**src/rtl/tdm_pcm_rx.sv**
```systemverilog
// Serial TDM PCM receiver: oversamples ser_clk/ser_in/ser_fs, deserializes MSB-first
// channel bytes and queues {ch, byte} into a small FIFO. Define TDM_RX_FS_CHECK_EN for o_frame_err.
module tdm_pcm_rx #(
    parameter int NUM_CH      = 32,
    parameter int CH_BITS     = 8,
    parameter int FIFO_DEPTH  = 4,
    parameter int SYNC_STAGES = 2,
    localparam int CH_W       = $clog2(NUM_CH),
    localparam int LVL_W      = $clog2(FIFO_DEPTH) + 1
) (
    input  logic               clk,
    input  logic               reset,
    input  logic               enable,
    input  logic               ser_in,
    input  logic               ser_clk,
    input  logic               ser_fs,
    output logic [CH_BITS-1:0] o_data,
    output logic [CH_W-1:0]    o_ch,
    output logic               o_valid,
    input  logic               i_ready,
    output logic [LVL_W-1:0]   o_level,
    output logic               o_overflow,
    input  logic               i_ovf_clr
`ifdef TDM_RX_FS_CHECK_EN
    ,
    output logic               o_frame_err
`endif
);

    localparam int PTR_W = $clog2(FIFO_DEPTH);
    localparam int BC_W  = $clog2(CH_BITS + 1);

    typedef struct packed {
        logic [CH_W-1:0]    ch;
        logic [CH_BITS-1:0] data;
    } entry_t;

    typedef enum logic {IDLE, SHIFT} state_t;

    // ---------------- input synchronizers / bit-edge detect ----------------
    logic [SYNC_STAGES-1:0] sclk_sync, sin_sync, sfs_sync;
    logic                   sclk_prev;
    logic                   bit_edge, s_bit, s_fs;

    always_ff @(posedge clk or negedge reset) begin
        if (!reset) begin
            sclk_sync <= '0;
            sin_sync  <= '0;
            sfs_sync  <= '0;
            sclk_prev <= 1'b0;
        end else begin
            sclk_sync <= {sclk_sync[SYNC_STAGES-2:0], ser_clk};
            sin_sync  <= {sin_sync[SYNC_STAGES-2:0], ser_in};
            sfs_sync  <= {sfs_sync[SYNC_STAGES-2:0], ser_fs};
            sclk_prev <= sclk_sync[SYNC_STAGES-1];
        end
    end

    assign bit_edge = sclk_sync[SYNC_STAGES-1] & ~sclk_prev;
    assign s_bit    = sin_sync[SYNC_STAGES-1];
    assign s_fs     = sfs_sync[SYNC_STAGES-1];

    // ---------------- deserializer FSM ----------------
    state_t             state, state_n;
    logic [CH_BITS-1:0] sr, sr_n, sr_shift;
    logic [BC_W-1:0]    bitcnt, bitcnt_n;
    logic [CH_W-1:0]    ch, ch_n;
    logic               push;
`ifdef TDM_RX_FS_CHECK_EN
    logic               wrap_pend, wrap_pend_n, ferr_n;
`endif

    assign sr_shift = {sr[CH_BITS-2:0], s_bit};

    always_comb begin
        state_n  = state;
        sr_n     = sr;
        bitcnt_n = bitcnt;
        ch_n     = ch;
        push     = 1'b0;
`ifdef TDM_RX_FS_CHECK_EN
        wrap_pend_n = wrap_pend;
        ferr_n      = 1'b0;
`endif
        if (!enable) begin
            state_n  = IDLE;
            bitcnt_n = '0;
            ch_n     = '0;
`ifdef TDM_RX_FS_CHECK_EN
            wrap_pend_n = 1'b0;
`endif
        end else if (bit_edge) begin
            case (state)
                IDLE: begin
                    if (s_fs) begin
                        state_n  = SHIFT;
                        sr_n     = CH_BITS'(s_bit);
                        bitcnt_n = BC_W'(1);
                        ch_n     = '0;
                    end
                end
                SHIFT: begin
                    if (s_fs) begin
                        // resync: partial byte dropped, this bit is ch0's MSB
                        sr_n     = CH_BITS'(s_bit);
                        bitcnt_n = BC_W'(1);
                        ch_n     = '0;
`ifdef TDM_RX_FS_CHECK_EN
                        ferr_n      = !(bitcnt == '0 && ch == '0);
                        wrap_pend_n = 1'b0;
`endif
                    end else begin
                        sr_n = sr_shift;
`ifdef TDM_RX_FS_CHECK_EN
                        ferr_n      = wrap_pend;
                        wrap_pend_n = 1'b0;
`endif
                        if (bitcnt == BC_W'(CH_BITS - 1)) begin
                            push     = 1'b1;
                            bitcnt_n = '0;
                            ch_n     = ch + 1'b1;
`ifdef TDM_RX_FS_CHECK_EN
                            wrap_pend_n = (ch == CH_W'(NUM_CH - 1));
`endif
                        end else begin
                            bitcnt_n = bitcnt + 1'b1;
                        end
                    end
                end
                default: state_n = IDLE;
            endcase
        end
    end

    always_ff @(posedge clk or negedge reset) begin
        if (!reset) begin
            state  <= IDLE;
            sr     <= '0;
            bitcnt <= '0;
            ch     <= '0;
        end else begin
            state  <= state_n;
            sr     <= sr_n;
            bitcnt <= bitcnt_n;
            ch     <= ch_n;
        end
    end

`ifdef TDM_RX_FS_CHECK_EN
    always_ff @(posedge clk or negedge reset) begin
        if (!reset) begin
            wrap_pend   <= 1'b0;
            o_frame_err <= 1'b0;
        end else begin
            wrap_pend   <= wrap_pend_n;
            o_frame_err <= ferr_n;
        end
    end
`endif

    // ---------------- output FIFO with registered head ----------------
    entry_t [FIFO_DEPTH-1:0] mem;
    logic [PTR_W-1:0]        rd_ptr, wr_ptr, rd_nx;
    logic [LVL_W-1:0]        count;
    logic                    pop, full, wr_en, ovf_set;
    entry_t                  head;

    assign pop     = o_valid & i_ready;
    assign full    = (count == LVL_W'(FIFO_DEPTH));
    assign wr_en   = push & (~full | pop);
    assign ovf_set = push & full & ~pop;
    assign rd_nx   = rd_ptr + PTR_W'(pop);
    assign o_level = count;
    assign o_data  = head.data;
    assign o_ch    = head.ch;

    // Head registers only look at entries already stored, so a fresh push shows up one clk later.
    always_ff @(posedge clk or negedge reset) begin
        if (!reset) begin
            mem        <= '0;
            rd_ptr     <= '0;
            wr_ptr     <= '0;
            count      <= '0;
            head       <= '0;
            o_valid    <= 1'b0;
            o_overflow <= 1'b0;
        end else begin
            if (!enable) begin
                rd_ptr  <= '0;
                wr_ptr  <= '0;
                count   <= '0;
                o_valid <= 1'b0;
            end else begin
                if (wr_en) begin
                    mem[wr_ptr] <= '{ch: ch, data: sr_shift};
                    wr_ptr      <= wr_ptr + 1'b1;
                end
                rd_ptr  <= rd_nx;
                count   <= count + LVL_W'(wr_en) - LVL_W'(pop);
                o_valid <= (count != LVL_W'(pop));
                head    <= mem[rd_nx];
            end
            if (ovf_set)
                o_overflow <= 1'b1;
            else if (i_ovf_clr)
                o_overflow <= 1'b0;
        end
    end

endmodule

```
**config.mk**
```make
export PLATFORM = sky130hd
export DESIGN_NAME = tdm_pcm_rx
export DESIGN_NICKNAME = d
export VERILOG_FILES = /design/src/rtl/tdm_pcm_rx.sv
export SDC_FILE = /design/constraint.sdc
export NUM_CORES = 1
export LEC_CHECK = 0
export ABC_AREA = 1
export BUFFER_PORTS_ARGS = -buffer_cell sky130_fd_sc_hd__buf_2
export CORE_UTILIZATION = 34
export CTS_CLUSTER_DIAMETER = 30
export DETAILED_ROUTE_END_ITERATION = 8
export PLACE_DENSITY = 0.6
export SYNTH_ARGS = -nofsm -noshare
export SYNTH_HDL_FRONTEND = slang
export SYNTH_SLANG_ARGS = --single-unit
```
**constraint.sdc**
```tcl
create_clock -name clk -period 3.22 [get_ports clk]
set_input_delay 0.161 -clock clk [delete_from_list [all_inputs] [get_ports clk]]
set_output_delay 0.161 -clock clk [all_outputs]
set_load 0.05 [all_outputs]
```
Word level (Yosys, flattened, before mapping). Cells that the tools add are included.

Word-level logic and storage cells: 92. Register bits after elaboration: 98. Bits of input ports: 8. Output and inout bits: 18.

$lt $le $gt $ge: 3. Equal/unequal tests: 8. Reductions and logical operators: 6. Muxes and demuxes: 36. Bitwise gates (word level): 10. Add/subtract/negate cells: 6.

Operator list (number): $bwmux W52 (1); $bmux W13 S2 (1); $demux W13 S2 (1); $mux W13 (2); $mux W5 (5); $mux W4 (5); $mux W7 (2); $pmux W7 S2 (1); $mux W1 (12); $pmux W5 S2 (1); $pmux W4 S2 (1); $lt A2 B3 Y1 const B (2); $mux W2 (3); $reduce_and A3 Y1 (2); $add A5 B1 Y5 const B (1); $and A1 B1 Y1 (5); $add A4 B1 Y4 const B (1); $eq A4 B3 Y1 const B (1); $ne A2 B1 Y1 const B (2); $ne A4 B3 Y1 const B (1); $not A1 Y1 (4); $reduce_and A2 Y1 (2); $add A3 B1 Y3 (1); $eq A3 B3 Y1 const B (1); other kinds (11) (11).

Depth between registers and ports, before layout. Gate-level depths: netlist of run 1.

Depth after elaboration: 10. Gate-level depth with buffers: 11. Gate-level depth less buffers: 11.

Worst setup path after synthesis of run 1. Ideal clock, no wire load.

Path kind: register to register. Start: register count[1], in the netlist o_level[1]. End: register count[2], in the netlist o_level[2]. Required time: 3.134 ns. Path slack: 0.809 ns. Period minus slack after synthesis: 2.411 ns. Path buffers: 0. Arrival time: 2.325 ns. Library setup time: 0.086 ns. Stages on the path, launching flop included: 11. Cell sequence: dfrtp_1 nor2_1 nand3_2 nand3_1 ha_1 inv_1 ha_1 inv_1 fa_1 and3_1 nor3_1.

Cells in the longest elaborated chain, start to end: 7.

Ends and longest elaborated chain: start: declaration (RTL line 164) `logic [LVL_W-1:0] count;`; start signal: assignment (RTL line 199) `count <= count + LVL_W'(wr_en) - LVL_W'(pop);`; $eq A3 B3 Y1 (RTL line 169) `assign full = (count == LVL_W'(FIFO_DEPTH));`; $not A1 Y1 (RTL line 170) `assign wr_en = push & (~full | pop);`; $or A1 B1 Y1 (RTL line 170); $and A1 B1 Y1 (RTL line 170); $add A3 B1 Y3 * (RTL line 199); $sub A3 B1 Y3 * (RTL line 199); $mux W3 * (RTL line 188) `if (!enable) begin`.

Mark *: on every way between the ends. The rest lies on a longest branch, timed or not. A chain may end at the register's enable or synchronous reset.

Final worst setup path of run 1.
Start: register bitcnt[0]. End: register count[2], in the netlist o_level[2].

Cells in the longest elaborated chain, start to end: 10.

Ends and longest elaborated chain: start: declaration (RTL line 66) `logic [BC_W-1:0] bitcnt, bitcnt_n;`; start signal: assignment (RTL line 144) `bitcnt <= bitcnt_n;`; $eq A4 B3 Y1 (RTL line 118) `if (bitcnt == BC_W'(CH_BITS - 1)) begin`; $mux W1 (RTL line 118); $mux W1 (RTL line 103) `if (s_fs) begin`; $mux W1 (RTL line 93) `case (state)`; $mux W1 (RTL line 92) `end else if (bit_edge) begin`; $mux W1 (RTL line 85) `if (!enable) begin`; $and A1 B1 Y1 (RTL line 170); $add A3 B1 Y3 (RTL line 199); $sub A3 B1 Y3 (RTL line 199); $mux W3 (RTL line 188).

No other way between the ends.

==> results by group, run 1 <==
Clock network
  – CTS Sinks: 98
  – CTS H-tree depth: 3
  – CTS tree: built
  – Post-CTS Setup Inserts: 0
  – Clk slew on worst S/H paths: 0.06 ns
  – Worst skew pair latency: 0.34 ns
  – Root Buffer: clkbuf_16
  – Num CTS Buffers: 9
  – Max Root-Sink Buffers: 2
  – CTS resizes: 0

GRT
  – Largest net degree at the start of global routing: 65
  – Grt total ovfl: 0
  – Initial antenna violation count: 0
  – First-pass GRT wire length: ~15 mm
  – Vias in the first global route: 3081
  – Gr usage total: between 10 and 15%

Yosys
  – Mapped Area: ~4500 um^2
  – Yosys reg bits: 98
  – Commonest cells post-synth: nand2_1 (115), dfrtp_1 (98), inv_1 (59), o21ai_0 (53), o21ai_1 (44)
  – Syn_nets: 507
  – Number of distinct library cells after synthesis: 30
  – Top FF cell, synth: dfrtp_1
  – Post-synth EDFFs: 0
  – Synth top area cells: dfrtp_1 (55%), nand2_1 (9.6%), o21ai_0 (5.9%)
  – Avg Inst Size Synth: 9.18 um^2
  – Top cell type's share of synthesized area: 54.7%
  – Count leader, synth: nand2_1
  – Sequential fraction of the synthesis area: 54.7%
  – Async set or reset register ratio after synthesis: 100%
  – Post-synth top area cell: dfrtp_1
  – Synth Warn #: 0
  – Cell count after synthesis: 489

Drt
  – Vias per inst: roughly 4.6
  – Drt first-iter violations: 195
  – Routed vias: 3211
  – Post-DRT Antenna Nets: 0
  – DR pass1 iterations: 4
  – Avg WL per Cell: ~13 um
  – DRC violation count after routing: 0
  – Final Routed Wirelength: 9.16 mm

Cells and area
  – Syn-to-layout area delta: 14.4%
  – Share of cells above drive strength 1: between 10% and 20%
  – Fill count: 1287
  – Antenna cells: 0
  – Layout Nets: 533

Floorplan
  – Initial Utilization: a little over a third
  – Rows: 41
  – Die W: 117 um
  – Core footprint: 12700 um^2
  – Die height: 117 um
  – IO Pins: 26
  – Die ar.: 13700 um^2

Timing
  – Actual slew at the worst max-slew pin: 0.825 ns
  – F_max: 0.415 GHz
  – Clock Skew: between 0.007 and 0.008 ns
  – Final setup fails: 0
  – Min cycle time layout: approximately 2.4 ns
  – Final count of hold timing violations: 0
  – Max Slew Vio Count: 0
  – Final worst-path cycle share: 74.8%
  – Setup TNS Final: 0 ns
  – Worst slew margin: a little under half
  – RSZ-0062 raised after global routing: false

Job
  – Max-cap viol count: 0

Critical path
  – WP data required: 3.48 ns
  – CP startpoint kind: flop
  – Setup CP Type: reg -> reg
  – Crit path max fanout: 7
  – CP endpoint kind: flop
  – Critical Path AT: about 2.7 ns

Worst hold path
  – Type of the tightest min-delay check: in -> reg

Place
  – Port-buffer cells: 25
  – Dpl hpwl: 5.86 mm
  – Routability cong.: about 0.74

Status
  – Status: complete, no violations

Power
  – Leakage power total: 2.33 nW
  – PwrDens: about 600 nW/um^2
  – Final Power: 3.05 mW
  – Maximum vdd drop: 254 uV
==> power breakdown <==
group	internal, mW	total (mW)	switching (mW)
registers	1.28	1.31	0.0300
logic	0.0986	0.454	0.355
clock network	0.837	1.29	0.455
total	2.21	3.05	0.841
==> state kept, by name, summed over array words and instances (netlist names) <==
register and count:
ch 5, sr 7, bitcnt 4, o_overflow 1, wr_ptr 2, sfs_sync 2, sclk_sync 2, sin_sync 2
o_ch 5, o_level 3, state 1, mem 52, o_data 8, sclk_prev 1, o_valid 1, rd_ptr 2
==> worst max-delay path, stage by stage (launching register included) <==
cell and delay [ns]:
dfrtp_1 0.37, ha_1 0.18, nand2_1 0.10, nor2_4 0.28
nand3_1 0.21, ha_1 0.32, inv_1 0.05, ha_1 0.13
inv_1 0.04, fa_1 0.37, and3_1 0.17, nor3_1 0.11
==> cell usage in the layout, fill, tap and decap left out <==
| cell | synthesis | layout |
|---|---|---|
| and3_1 | 1 | 1 |
| nor2_1 | 26 | 26 |
| o31ai_1 | 2 | 2 |
| a21oi_1 | 1 | 1 |
| nand4_4 | 4 | 4 |
| bufinv_16 | 0 | 4 |
| nor2_2 | 1 | 1 |
| clkbuf_16 | 0 | 9 |
| or2_2 | 2 | 2 |
| nor2_8 | 1 | 1 |
| o21ai_2 | 16 | 16 |
| buf_4 | 0 | 7 |
| nand3_2 | 1 | 1 |
| o21bai_1 | 1 | 1 |
| fa_1 | 1 | 1 |
| clkinv_2 | 0 | 2 |
| dlygate4sd3_1 | 0 | 4 |
| dfrtp_1 | 98 | 98 |
| nor3_1 | 1 | 1 |
| o22ai_1 | 7 | 7 |
| nand2_1 | 115 | 115 |
| xnor2_1 | 1 | 1 |
| o21ai_1 | 44 | 44 |
| nand3_4 | 1 | 1 |
| o21ai_0 | 53 | 53 |
| inv_1 | 59 | 59 |
| clkinv_1 | 1 | 1 |
| inv_6 | 0 | 1 |
| nand4_1 | 2 | 2 |
| buf_2 | 2 | 24 |
| inv_2 | 2 | 2 |
| nand3_1 | 16 | 16 |
| nor2_4 | 3 | 3 |
| ha_1 | 9 | 9 |
==> final cells by class <==
cell class                      instances  area, um^2  share of cell area [%]
Sequential cell                        98        2450                    47.8
Multi-Input combinational cell        309        1660                    32.3
Inverter                               62         233                    4.53
Clock buffer                            9         225                    4.39
Tap cell                              172         215                    4.19
Timing Repair Buffer                   35         213                    4.14
Clock inverter                          7         139                    2.71
==> through the flow <==
| stage | std cells | utilization (%) | cell area (um^2) | hold slack (ns) | setup slack (ns) |
|---|---|---|---|---|---|
| floorplan | 489 | - | 4490 | -0.135 | 0.809 |
| global placement | 672 | 37.2 | 4730 | 0.282 | 0.859 |
| detailed placement | 672 | 37.2 | 4730 | 0.285 | 0.782 |
| CTS | 692 | 40.4 | 5130 | 0.0265 | 0.765 |
| global route | 692 | 40.4 | 5130 | 0.0243 | 0.605 |
| finish | 692 | 40.4 | 5130 | 0.0320 | 0.812 |
==> final timing paths <==
check                       startpoint          end  slack (ns)  cells after the start
setup / recovery             bitcnt[0]   o_level[2]        0.81                     11
hold / removal               i_ovf_clr   o_overflow        0.03                      2
setup reg to reg             bitcnt[0]   o_level[2]        0.81                     11
hold reg to reg            sin_sync[0]  sin_sync[1]        0.36                      0
max in group asynchronous        reset      mem[20]        2.00                      3
min in group asynchronous        reset       mem[4]        0.45                      2
==> per-layer routing <==
metal  vias to the layer above  track usage, %  wire, um
met4                         0            5.74       140
met5                         -               0         0
li1                       1637               -         -
met1                      1504            18.8      4270
met2                        61            24.9      4390
met3                         9            2.16       363
==> kinds of logic after synthesis <==
logic type,after synthesis,share of synthesized area [%]
DFF,98,54.7
AOI/OAI and AO/OA,124,15.5
buffers and inverters,82,8.42
and+or+nand+nor,174,18.2
xor gates and xnor gates,1,0.195
adders and majority gates,10,2.96
==> timing repair <==
action                     4_1_cts  5_1_grt
hold endpoints to repair        65        0
setup endpoints to repair        0        0
hold buffers                     4        0
(Power assumes the default switching activity.)
==> run 2: changes to the inputs <==
PLACE_DENSITY = 0.61   (was 0.6)
clock period = 2.1 ns   (was 3.22 ns; I/O delays follow)
==> run 2 against run 1 <==
Against the previous run:
- via count is 2.2% higher
- clock skew shrank 0.0025 ns
- combinational power up 73%
- non-clock buffer count increased by 7
- sequential power up 54%
- wire length is 1.7% lower
- global-route usage down 0.088 points
- sequential cell count unchanged
- clock-buffer cell count rose by 2
- clock power increased by 37%
- sequential share of layout area fell by 0.87 points
- power grew 50%
- critical endpoint unchanged
==> results by group, run 2 (same netlist as run 1, synthesis figures left out) <==
Status
  – Status: complete, no violations

Critical path
  – Worst R2R Start: bitcnt[0]
  – R2R setup slack: 0.08 ns (-0.74 ns)
  – Crit path max fanout: 3 (-4)
  – CP endpoint kind: flop
  – Crit Reg-Reg Endpoint: o_level[2]
  – Setup CP Type: reg -> reg
  – Critical Path AT: 2.24 ns (-0.43 ns)
  – CP startpoint kind: flop
  – Worst Reg2Reg Path Length in Cells: 11 (unchanged)
  – WP data required: 2.32 ns (-1.16 ns)

Floorplan
  – Die ar.: 13700 um^2 (unchanged)
  – IO Pins: 26 (unchanged)
  – Die height: 117 um (unchanged)
  – Die W: 117 um (unchanged)
  – Core footprint: 12700 um^2 (unchanged)
  – Rows: 41 (unchanged)
  – Initial Utilization: 35.3% (unchanged)

Cells and area
  – Most frequent cells in the layout: nand2_1 (114), dfrtp_1 (94), inv_1 (58)
  – Max reg flops: 52 (unchanged)
  – Fill count: 1285 (-0.16%)
  – Share of cells above drive strength 1: 18.3% (+3.3 points)
  – Antenna cells: 0 (unchanged)
  – Syn-to-layout area delta: 16.8%
  – Layout Nets: 540 (+1.3%)
  – Biggest register: mem
  – Commonest non-fill, non-tap cell in the layout: nand2_1

Timing
  – Tightest hold margin: 0.216 ns (+0.184 ns)
  – Final count of hold timing violations: 0 (unchanged)
  – Clock Skew: 0.00543 ns (-0.00250 ns)
  – F_max: 0.494 GHz (+19%)
  – Final Worst Setup Slack: 0.0761 ns (-0.736 ns)
  – Final setup fails: 0 (unchanged)
  – RSZ-0062 raised after global routing: true
  – Min cycle time layout: 2.02 ns (-0.384 ns)
  – Actual slew at the worst max-slew pin: 0.532 ns (-0.293 ns)
  – Max Slew Vio Count: 0 (unchanged)
  – Final worst-path cycle share: 96.4% (+22 points)
  – Worst slew margin: 64.5% (+20 points)

Drt
  – Post-DRT Antenna Nets: 0 (unchanged)
  – DR pass1 iterations: 4 (unchanged)
  – Vias per inst: 4.70 (+1.3%)
  – DRC violation count after routing: 0 (unchanged)
  – Final Routed Wirelength: 9.01 mm (-1.7%)
  – Avg WL per Cell: 12.9 um (-2.5%)
  – Drt first-iter violations: 206 (+5.6%)
  – Routed vias: 3282 (+2.2%)

Worst hold path
  – Hold Crit Endpoint: o_valid
  – Hold Path Origin: i_ready
  – Type of the tightest min-delay check: in -> reg
  – Hold Crit Depth: 5 (+3)

Job
  – Max-cap viol count: 0 (unchanged)

Place
  – Worst slack at placement: 0.0305 ns (-0.752 ns)
  – Routability cong.: 0.792 (+7.4%)
  – Port-buffer cells: 25 (unchanged)
  – Dpl hpwl: 6.04 mm (+3.0%)

Clock network
  – Root Buffer: clkbuf_16
  – Num CTS Buffers: 9 (unchanged)
  – CTS Sinks: 98 (unchanged)
  – CTS tree: built
  – Max Root-Sink Buffers: 2 (unchanged)
  – CTS H-tree depth: 3 (unchanged)
  – Worst skew pair latency: 0.34 ns (about the same)
  – Clk slew on worst S/H paths: 0.06 ns (about the same)

GRT
  – Met2 Usage GRT: 24.3% (-0.59 points)
  – First-pass GRT wire length: 15.0 mm (-0.95%)
  – Initial antenna violation count: 0 (unchanged)
  – M1 GR Usage: 19.0% (+0.25 points)
  – Grt total ovfl: 0 (unchanged)
  – Global Route met3 Usage: 1.75% (-0.41 points)
  – Largest net degree at the start of global routing: 54 (-17%)
  – Gr usage total: 14.5% (-0.088 points)
  – Busiest grt layer: met2
  – Vias in the first global route: 3130 (+1.6%)

Power
  – Leakage power total: 2.35 nW (+1.0%)
  – Maximum vdd drop: 370 uV (+46%)
  – PwrDens: 873 nW/um^2 (+47%)
-- run 2: changes by cell type in the layout (fill, tap and decap cells not counted), sizes merged --
| cell | previous run | this run |
|---|---|---|
| inv | 62 | 61 |
| clkbuf | 9 | 11 |
| clkinvlp | 0 | 2 |
| dlygate4sd3 | 4 | 5 |
| buf | 31 | 37 |
| clkinv | 3 | 1 |
| bufinv | 4 | 2 |
-- run 2: worst max-delay path by stage --
stage,to,cells after the start,from,slack (ns)
after global placement,o_level[2],11,bitcnt[1],0.09
after floorplan,o_level[2],11,bitcnt[1],-0.11
after CTS,o_level[2],11,bitcnt[0],0.02
after global routing,o_level[2],11,bitcnt[0],-0.04
final,o_level[2],11,bitcnt[0],0.08
after detailed placement,o_level[2],11,bitcnt[0],0.03
-- run 2: worst max-delay path, cell delays in order, from the launching register on --
cell and delay [ns]:
dfrtp_1 0.37, ha_2 0.22, nand2_4 0.06, nor2_4 0.11
nand3_4 0.09, ha_4 0.21, inv_1 0.05, ha_1 0.14
inv_2 0.04, fa_2 0.35, a21oi_1 0.18, nor3_2 0.06
-- run 2: stage by stage --
step           area (um^2)  power (mW)  utilization, %  TNS (ns)  cells
2_1_floorplan         4510        2.56               -    -0.221    489
3_3_place_gp          4820        2.79            37.9         0    677
3_5_place_dp          4820        2.82            37.9         0    677
4_1_cts               5190        4.60            40.8         0    697
5_1_grt               5240        4.79            41.2   -0.0441    698
6_report              5240        4.57            41.2         0    698
-- run 2: report_power, final --
| group | total (mW) | internal, mW | switching (mW) |
|---|---|---|---|
| clock | 1.77 | 1.10 | 0.669 |
| sequential | 2.02 | 1.97 | 0.0539 |
| combinational | 0.785 | 0.214 | 0.571 |
| total | 4.57 | 3.28 | 1.29 |
-- run 2: what timing repair did --
item	CTS	global route
endpoints found under the setup margin	0	2
resized for setup	0	7
hold buffers	5	0
buffers inserted	0	1
hold endpoints to repair	42	0
-- run 2: area by class of cell --
type / count / area [um^2] / area share (%)
Clock buffer: 11 / 253 / 4.82
Clock inverter: 4 / 75.1 / 1.43
Inverter: 62 / 233 / 4.44
Multi-Input combinational cell: 309 / 1710 / 32.7
Sequential cell: 98 / 2460 / 46.9
Tap cell: 172 / 215 / 4.11
Timing Repair Buffer: 42 / 293 / 5.59
-- run 2: layer usage --
metal / vias to the layer above / wire length [um]
met4: 0 / 145
met1: 1570 / 4240
met2: 55 / 4360
li1: 1647 / -
met3: 10 / 269
met5: - / 0
==> run 3: changes to the inputs <==
CTS_BUF_LIST = sky130_fd_sc_hd__clkbuf_16   (was not set)
SKIP_CTS_REPAIR_TIMING = 1   (was not set)
==> run 3 against run 2 <==
Against the previous run:
- sequential cell count unchanged
- clock skew about the same
- sequential power barely moved
- wire length about the same
- cell count did not move
- register-to-register slack about the same
- worst setup slack got worse by 0.0070 ns
- power down 1.6%
- clock power fell by 5%
- non-clock buffer count did not move
- via count is 0.46% higher
- core utilization decreased by 0.16 points
- largest cell class unchanged
==> results by group, run 3 (same netlist as run 1, synthesis figures left out) <==
Power
  – Leakage power total: 2.34 nW (-0.48%)
  – P_int: 3.21 mW (-2.2%)
  – Combinational Power Share: 17.5% (+0.3 points)
  – Sequential share of power: 44.9% (+0.8 points)
  – Final Power: 4.50 mW (-1.6%)
  – Net Switching: 1.29 mW (-0.11%)
  – Switch share: 28.7% (+0.44 points)
  – Clock share of power: 37.6% (-1.1 points)
  – Maximum vdd drop: 432 uV (+17%)
  – PwrDens: 862 nW/um^2 (-1.3%)

Worst hold path
  – Hold Path Origin: i_ready
  – Type of the tightest min-delay check: in -> reg

Timing
  – Final setup fails: 0 (unchanged)
  – Final count of hold timing violations: 0 (unchanged)
  – RSZ-0062 raised after global routing: true
  – Worst slew margin: 64.6% (+0.094 points)
  – Final worst-path cycle share: 96.7% (+0.33 points)
  – Min cycle time layout: 2.03 ns (+0.00700 ns)
  – Actual slew at the worst max-slew pin: 0.530 ns (-0.00141 ns)
  – Clock Skew: 0.00524 ns (-0.000195 ns)
  – F_max: 0.492 GHz (-0.34%)
  – Final Worst Setup Slack: 0.0691 ns (-0.00700 ns)
  – Max Slew Vio Count: 0 (unchanged)

Place
  – Dpl hpwl: 6.04 mm (unchanged)
  – Inst Count DP: 677 (unchanged)
  – Port-buffer cells: 25 (unchanged)
  – Routability cong.: 0.792 (unchanged)
  – Worst slack at placement: 0.0305 ns (unchanged)
  – Post-Place Cell Area: 4820 um^2 (unchanged)

Clock network
  – Max Root-Sink Buffers: 2 (unchanged)
  – CTS Sinks: 98 (unchanged)
  – Num CTS Buffers: 9 (unchanged)
  – Clk slew on worst S/H paths: 0.06 ns (about the same)
  – Worst skew pair latency: 0.33 ns (about the same)
  – CTS tree: built
  – Root Buffer: clkbuf_16
  – CTS H-tree depth: 3 (unchanged)

GRT
  – Grt total ovfl: 0 (unchanged)
  – Initial antenna violation count: 0 (unchanged)
  – Vias in the first global route: 3110 (-0.64%)
  – Largest net degree at the start of global routing: 54 (unchanged)
  – Gr usage total: 14.4% (-0.076 points)
  – First-pass GRT wire length: 15.0 mm (-0.32%)

Cells and area
  – Share of cells above drive strength 1: 17.9% (-0.38 points)
  – Commonest non-fill, non-tap cell in the layout: nand2_1
  – Most frequent cells in the layout: nand2_1 (114), dfrtp_1 (94), inv_1 (58)
  – Fill count: 1288 (+0.23%)
  – Layout Nets: 540 (unchanged)
  – Max reg flops: 52 (unchanged)
  – Design area: 5220 um^2 (-0.38%)
  – Antenna cells: 0 (unchanged)
  – Syn-to-layout area delta: 16.3%
  – Final design utilization: 41.0% (-0.16 points)
  – Biggest register: mem
  – Non-Filler Instances: 698 (unchanged)

Critical path
  – Worst Path Buf+Inv: 2 (unchanged)
  – CP startpoint kind: flop
  – Setup CP Type: reg -> reg
  – WP data required: 2.31 ns (about the same)
  – CP endpoint kind: flop
  – Critical Path AT: 2.24 ns (about the same)
  – Critical path's slowest cell: dfrtp_1
  – CP max stage delay: 0.37 ns (about the same)
  – Critical path launch point: bitcnt[0]
  – Worst R2R Start: bitcnt[0]
  – Crit path max fanout: 3 (unchanged)
  – CP delay by family, top: adder cells
  – Critical path, cell by cell: ha_2, nand2_4, nor2_4, nand3_4, ha_4, inv_1, ha_1, inv_2, fa_2, a21oi_1, nor3_2

Drt
  – Post-DRT Antenna Nets: 0 (unchanged)
  – Avg WL per Cell: 12.9 um (about the same)
  – Vias per inst: 4.72 (+0.46%)
  – Final Routed Wirelength: 9.00 mm (about the same)
  – Routed vias: 3297 (+0.46%)
  – DR pass1 iterations: 4 (unchanged)
  – DRC violation count after routing: 0 (unchanged)
  – Drt first-iter violations: 204 (-0.97%)

Floorplan
  – Die height: 117 um (unchanged)
  – Die ar.: 13700 um^2 (unchanged)
  – Die W: 117 um (unchanged)
  – Rows: 41 (unchanged)
  – Core footprint: 12700 um^2 (unchanged)
  – Initial Utilization: 35.3% (unchanged)
  – IO Pins: 26 (unchanged)

Job
  – Max-cap viol count: 0 (unchanged)

Status
  – Status: complete, no violations
==> run 3: cell types whose count changed in the layout (fill, tap and decap cells not counted), sizes merged <==
cell / change
clkinv: +2
clkbuf: -2
==> run 3: cell type report <==
class	instances	area, um^2	share of cell area [%]
sequential	98	2460	47.1
clock inverter	6	82.6	1.58
inverter	62	233	4.46
timing repair buffer	42	293	5.61
multi-input combinational	309	1710	32.8
clock buffer	9	225	4.31
tap	172	215	4.12
==> run 3: worst min-delay path: stages <==
cell and delay, ns:
buf_2 0.08, nand2_1 0.10, nor2_1 0.11, o31ai_1 0.08
inv_1 0.05
==> run 3: final timing paths <==
| kind | end | slack [ns] | depth (start not counted) |
|---|---|---|---|
| setup reg to reg | o_level[2] | 0.07 | 11 |
| setup / recovery | o_level[2] | 0.07 | 11 |
| hold reg to reg | sclk_sync[1] | 0.35 | 0 |
| max in group asynchronous | sr[4] | 1.16 | 3 |
| hold / removal | o_valid | 0.22 | 5 |
| min in group asynchronous | o_data[5] | 0.29 | 2 |
==> run 3: power by group through the flow <==
stage               logic, mW  clock network [mW]  registers (mW)
global placement        0.746                   0            2.05
detailed placement      0.761                   0            2.05
floorplan               0.356                   0            2.21
CTS                     0.763                1.73            2.02
global route            0.862                1.82            2.03
finish                  0.788                1.69            2.02
==> run 3: per-stage QoR <==
stage          setup TNS (ns)  hold WS (ns)
6_report                    0         0.218
5_1_grt               -0.0441         0.264
4_1_cts                     0        -0.243
3_5_place_dp                0         0.121
3_3_place_gp                0         0.118
2_1_floorplan          -0.221        -0.191
==> run 3: metal layers <==
metal	part of all wire (%)	global-route usage, %	vias to the layer above
met1	48	19.2	1577
met5	0	0	-
li1	-	-	1652
met3	2.6	1.75	9
met4	1.4	5.82	0
met2	48	24.0	59
